$ cat src/rtl/fmap_stream_tx_pkg.sv
// Shared definitions for the feature-map stream transmitter: default data width,
// address-width helpers and the transmitter FSM state type.
package fmap_stream_tx_pkg;

  localparam int unsigned NnDataWidth = 16;

  // Ceiling log2; clog2(0) = clog2(1) = 0.
  function automatic int unsigned clog2(input int unsigned value);
    int unsigned v;
    int unsigned r;
    v = (value > 0) ? value - 1 : 0;
    r = 0;
    while (v > 0) begin
      v = v >> 1;
      r++;
    end
    return r;
  endfunction

  // Address width for a memory of the given depth, never narrower than one bit.
  function automatic int unsigned addr_width(input int unsigned depth);
    return (clog2(depth) > 0) ? clog2(depth) : 1;
  endfunction

  typedef enum logic [1:0] {
    StIdle,
    StRead,
    StGap,
    StDrain
  } tx_state_e;

endpackage

$ cat src/rtl/fmap_ram.sv
// Simple dual-port frame memory: synchronous write, registered read with one
// cycle of latency. No reset on the array or the read register so it maps to block RAM.
module fmap_ram #(
  parameter int unsigned WIDTH = 48,
  parameter int unsigned DEPTH = 36,
  parameter int unsigned AW    = 6
) (
  input  logic             clk,
  input  logic             wr_en,
  input  logic [AW-1:0]    wr_addr,
  input  logic [WIDTH-1:0] wr_din,
  input  logic             rd_en,
  input  logic [AW-1:0]    rd_addr,
  output logic [WIDTH-1:0] rd_dout
);

  logic [WIDTH-1:0] mem [DEPTH];

  // Write port and registered read port.
  always_ff @(posedge clk) begin
    if (wr_en) begin
      mem[wr_addr] <= wr_din;
    end
    if (rd_en) begin
      rd_dout <= mem[rd_addr];
    end
  end

endmodule

$ cat src/rtl/fmap_stream_tx.sv
// Frame-buffered feature-map transmitter. A frame is loaded through a random-access
// write port while idle; on start it is replayed in raster order, one packed pixel
// per ce-cycle, with optional idle gaps between rows.
module fmap_stream_tx
  import fmap_stream_tx_pkg::*;
#(
  parameter int unsigned N        = NnDataWidth,
  parameter int unsigned CHANNEL  = 3,
  parameter int unsigned SIZE     = 6,
  parameter int unsigned LINE_GAP = 0,
  localparam int unsigned DEPTH   = SIZE * SIZE,
  localparam int unsigned AW      = addr_width(DEPTH),
  localparam int unsigned W       = CHANNEL * N
) (
  input  logic          clk,
  input  logic          rst_n,
  input  logic          ce,
  input  logic          wr_en,
  input  logic [AW-1:0] wr_addr,
  input  logic [W-1:0]  wr_din,
  output logic          wr_err,
  input  logic          start,
  output logic          busy,
  output logic [W-1:0]  stream_dout,
  output logic          stream_dout_vld,
  output logic          stream_dout_end
);

  localparam int unsigned CW = addr_width(SIZE);
  localparam logic [CW-1:0] ColLast  = CW'(SIZE - 1);
  localparam logic [CW-1:0] RowLast  = CW'(SIZE - 1);
  localparam logic [3:0]    GapLast  = 4'((LINE_GAP > 0) ? LINE_GAP - 1 : 0);
  localparam logic [AW:0]   DepthLim = (AW + 1)'(DEPTH);

  tx_state_e state_q, state_d;
  logic [CW-1:0] col_q, col_d;
  logic [CW-1:0] row_q, row_d;
  logic [AW-1:0] addr_q, addr_d;
  logic [3:0]    gap_q, gap_d;
  logic          vld_q, end_q, wr_err_q;
  // Set once the RAM read register holds a real pixel; masks it to 0 after reset.
  logic          shown_q;
  logic          issue, last_px;
  logic          wr_ok, wr_commit;
  logic [W-1:0]  ram_dout;

  assign wr_ok     = (state_q == StIdle) && ({1'b0, wr_addr} < DepthLim);
  assign wr_commit = wr_en & ce & wr_ok;

  fmap_ram #(
    .WIDTH(W),
    .DEPTH(DEPTH),
    .AW   (AW)
  ) u_ram (
    .clk    (clk),
    .wr_en  (wr_commit),
    .wr_addr(wr_addr),
    .wr_din (wr_din),
    .rd_en  (ce & issue),
    .rd_addr(addr_q),
    .rd_dout(ram_dout)
  );

  // Next-state logic: sequences the raster read, inserting row gaps.
  always_comb begin
    state_d = state_q;
    col_d   = col_q;
    row_d   = row_q;
    addr_d  = addr_q;
    gap_d   = gap_q;
    issue   = 1'b0;
    last_px = 1'b0;
    unique case (state_q)
      StIdle: begin
        if (start) begin
          state_d = StRead;
          col_d   = '0;
          row_d   = '0;
          addr_d  = '0;
        end
      end
      StRead: begin
        issue  = 1'b1;
        addr_d = addr_q + AW'(1);
        if (col_q == ColLast) begin
          col_d = '0;
          if (row_q == RowLast) begin
            last_px = 1'b1;
            state_d = StDrain;
          end else begin
            row_d = row_q + CW'(1);
            if (LINE_GAP > 0) begin
              state_d = StGap;
              gap_d   = '0;
            end
          end
        end else begin
          col_d = col_q + CW'(1);
        end
      end
      StGap: begin
        if (gap_q == GapLast) begin
          state_d = StRead;
        end else begin
          gap_d = gap_q + 4'd1;
        end
      end
      StDrain: begin
        state_d = StIdle;
      end
      default: begin
        state_d = StIdle;
      end
    endcase
  end

  // State, counters and output flags; everything holds while ce is low.
  always_ff @(posedge clk or negedge rst_n) begin
    if (!rst_n) begin
      state_q  <= StIdle;
      col_q    <= '0;
      row_q    <= '0;
      addr_q   <= '0;
      gap_q    <= '0;
      vld_q    <= 1'b0;
      end_q    <= 1'b0;
      shown_q  <= 1'b0;
      wr_err_q <= 1'b0;
    end else if (ce) begin
      state_q  <= state_d;
      col_q    <= col_d;
      row_q    <= row_d;
      addr_q   <= addr_d;
      gap_q    <= gap_d;
      vld_q    <= issue;
      end_q    <= last_px;
      shown_q  <= shown_q | issue;
      wr_err_q <= wr_en & ~wr_ok;
    end
  end

  assign busy            = (state_q != StIdle);
  assign stream_dout     = shown_q ? ram_dout : '0;
  assign stream_dout_vld = vld_q;
  assign stream_dout_end = end_q;
  assign wr_err          = wr_err_q;

endmodule
$ cat config.mk
export PLATFORM = sky130hd
export DESIGN_NAME = fmap_stream_tx
export DESIGN_NICKNAME = d
export VERILOG_FILES = /design/src/rtl/fmap_stream_tx_pkg.sv /design/src/rtl/fmap_ram.sv /design/src/rtl/fmap_stream_tx.sv
export SDC_FILE = /design/constraint.sdc
export NUM_CORES = 2
export LEC_CHECK = 0
export CORE_ASPECT_RATIO = 1.2
export CORE_MARGIN = 8
export CORE_UTILIZATION = 35
export DETAILED_ROUTE_END_ITERATION = 7
export SYNTH_ARGS = -nofsm -noshare
export SYNTH_HDL_FRONTEND = slang
export SYNTH_SLANG_ARGS = --single-unit
export TNS_END_PERCENT = 1
$ cat constraint.sdc
create_clock -name clk -period 3.7 [get_ports clk]
set_clock_uncertainty 0.2 [all_clocks]
set_input_delay 0.37 -clock clk [delete_from_list [all_inputs] [get_ports clk]]
set_output_delay 0.37 -clock clk [all_outputs]
set_load 0.03 [all_outputs]
==> results.cfg <==
[clock_network]
cts_resized = 0
clk_pin_slew_ns = 0.07
h-tree-depth = 4
cts_inserted_buffers = 161
post_cts_buffers = 0
cts_tree = built
root_buffer = clkbuf_16
cts.sinks = 1798
cts_buffer_depth = 3
clock_latency_ns = 0.78

[place]
dp_hpwl_um = 106000
dpl_cell_area_sq_um = 75200
io_buffers = 110
gp_congestion = 0.780

[critical_path]
cp_cell_sequence = buf_12 -> buf_4 -> mux2_2 -> a222oi_1 -> o2111a_1 -> a211oi_2
cp_max_fo = 19
required_ns = 3.98
end_kind = flop
reg2reg_slack_ns = 0.52
arrival_ns = 3.46
path_class = flop to flop
cpMaxStageDelayCell = a222oi_1
r2r_start = addr_q[0]
r2r_end = u_ram.rd_dout[43]
cp-start-kind = flop
max_stage_delay_ns = 0.84
ff2ff_path_depth = 6

[synth]
synthXorXnorAreaFrac = 0.000378
ys_warn_count = 0
synth_edf_count = 1776
synth_ff_type = edfxtp_1
synth_nets = 3356
yosys.area.top_type = edfxtp_1
syn_area_sq_um = 69500
ys_top_cells_by_count = 1,776 x edfxtp_1, 240 x mux2i_1, 240 x mux4_2
netlist_top_cells_area = edfxtp_1 77%, mux4_2 7.8%, mux2i_1 3.5%, mux2_2 3.1%, dfrtp_1 0.79%
ys_types = 53
synthCells = 3292
yosys.area_share.adder = 0.000900
syn_avg_cell_area_sq_um = 21.1
muxShareOfSynthArea = 0.144
synth_compound_area_frac = 0.0459
synthSimpleGateAreaFrac = 0.0178
yosysSeqAreaShare = 0.775
synth_top_area_frac = 0.767
synth.most_common_cell = edfxtp_1
synth_top_family_by_area = multiplexers
synth-async-reset-ratio = 0.0122
synth_seq_cells = 1798

[pwr]
p_per_area_nw_per_um2 = 680
power_frac_clock = 0.300
comb_power_share = 0.271
irDropWorstVdd_mv = 0.475
power.share.sequential = 0.430
p_sw_mw = 16.2
p_sw_frac = 0.297
p_int_mw = 38.5
leakagePower_nw = 25.0

[route]
drc = 0
wl_per_cell_um = 28.2
drtPass1Iterations = 7
dr_wl_met3_um = 11300
via_count = 33752
ant_nets = 0
met1_length_um = 74400
finalWirelength_um = 180000
wl_met2_um = 88400
drtIter0Drc = 3277
top_layer = met5
via_per_inst = 5.31

[finish]
area_growth_pct = 15.8
nets = 3647
layout-drive-gt1-share = 0.262
final_area_sq_um = 80400
final_util = 0.407

[outcome]
status = finished, final reports clean

[die]
die_area_sq_um = 213000
fp.dieH_um = 504
fp.coreArea_sq_um = 198000
num_io_pins = 111
start_util = 0.351
die_w_um = 423
fp-row-count = 179

[hold_path]
min-delay-start = wr_din[31]
hold_path_class = input pin to flop
min_path_cells = 1
min_to = u_ram.mem[31][31]

[timing]
period_share = 0.860
setup_viol = 0
slew_viol_final = 0
rsz0062_at_grt = no
finalHoldViolations = 0
worst_pin_slew_ns = 1.06
fin_crit_ns = 3.18
relSlewSlack = 0.288
fmax_ghz = 0.314

[global_routing]
grt_max_degree = 65
grt_pass1_vias = 34121
grt_overflow = 0
grt_usage = 0.162
antenna_found_initial = 29
grt_pass1_wl_um = 255000

[job]
drv_cap = 0
final cells by class:
type / instances / area, sq um
Tap cell: 2624 / 3280
Antenna cell: 14 / 35.0
Sequential cell: 1798 / 53900
Multi-Input combinational cell: 1291 / 14800
Fill cell: 17230 / 117000
Clock inverter: 101 / 896
Timing Repair Buffer: 318 / 3220
Clock buffer: 199 / 4210
Inverter: 13 / 55.1
what timing repair did:
item / in CTS / in global routing
endpoints found under the hold margin: 217 / 0
setup endpoints to repair: 0 / 0
hold buffers: 14 / 0
registers in the layout, indices dropped and copies added (netlist names):
name and cells:
col_q 3, gap_q 4, wr_err 1, u_ram.mem 1728
shown_q 1, row_q 3, stream_dout_vld 1, addr_q 6
stream_dout_end 1, state_q 2, u_ram.rd_dout 48
worst max-delay path by stage:
stage	startpoint	to	cells after the start
finish	addr_q[0]	u_ram.rd_dout[43]	6
global route	shown_q	stream_dout[29]	3
CTS	shown_q	stream_dout[29]	3
detailed placement	addr_q[0]	u_ram.rd_dout[43]	6
global placement	ce	u_ram.mem[4][19]	6
floorplan	state_q[0]	u_ram.mem[30][0]	5
power groups by stage:
stage / clock network [mW] / registers, mW / logic (mW)
after detailed placement: 0 / 23.9 / 15.0
final: 16.4 / 23.5 / 14.8
after global routing: 17.4 / 23.5 / 15.7
after floorplan: 0 / 23.5 / 9.86
after global placement: 0 / 24.0 / 14.9
after CTS: 16.7 / 23.5 / 15.0
worst max-delay path: cells and delay by family (launching register included):
family,cells,cell delay (ns)
muxes,1,0.33
DFF,1,0.67
buffers and inverters,2,0.41
AOI/OAI and AO/OA,3,1.25
cell usage in the layout, fill, tap and decap left out, types with 17 or more instances in the layout:
cell,Yosys,routed
mux2_2,194,194
clkinv_1,0,47
o2111a_1,47,47
o21ai_1,43,43
dfrtp_1,22,17
nor2_4,0,39
mux4_2,240,240
a211oi_2,20,20
buf_4,28,141
buf_2,68,28
o221ai_1,48,48
clkbuf_1,74,36
a21oi_1,53,53
clkdlybuf4s50_1,0,82
a222oi_1,47,47
clkinv_2,0,21
a211oi_1,27,27
and2_1,49,49
nor2b_1,52,50
clkbuf_16,0,163
a221oi_1,24,24
a221oi_2,26,26
nand2_1,61,61
buf_12,1,53
edfxtp_1,1776,1776
mux2i_1,240,240
metal layers:
| metal | track usage | vias to the layer above |
|---|---|---|
| met5 | 0 | - |
| met4 | 0.0495 | 8 |
| met3 | 0.0340 | 260 |
| met1 | 0.215 | 17977 |
| met2 | 0.270 | 1136 |
| li1 | - | 14371 |
cell families after synthesis:
group,after synthesis
flops,1798
mux,674
compound gates,369
simple gates,240
buf+inv,203
fa+ha+maj,5
xor+xnor,3
metrics by stage:
stage | worst slack (ns) | cells | setup TNS, ns | hold WS, ns | total power, mW
detailed placement | 0.543 | 6030 | 0 | 0.267 | 38.9
finish | 0.519 | 6358 | 0 | 0.0412 | 54.7
global route | 0.422 | 6346 | 0 | 0.0264 | 56.6
global placement | 0.547 | 6030 | 0 | 0.267 | 38.9
CTS | 0.426 | 6344 | 0 | 0.00132 | 55.3
floorplan | -0.450 | 3292 | -673.55 | -0.126 | 33.3
Note: power is estimated with default switching activity, not from simulation.
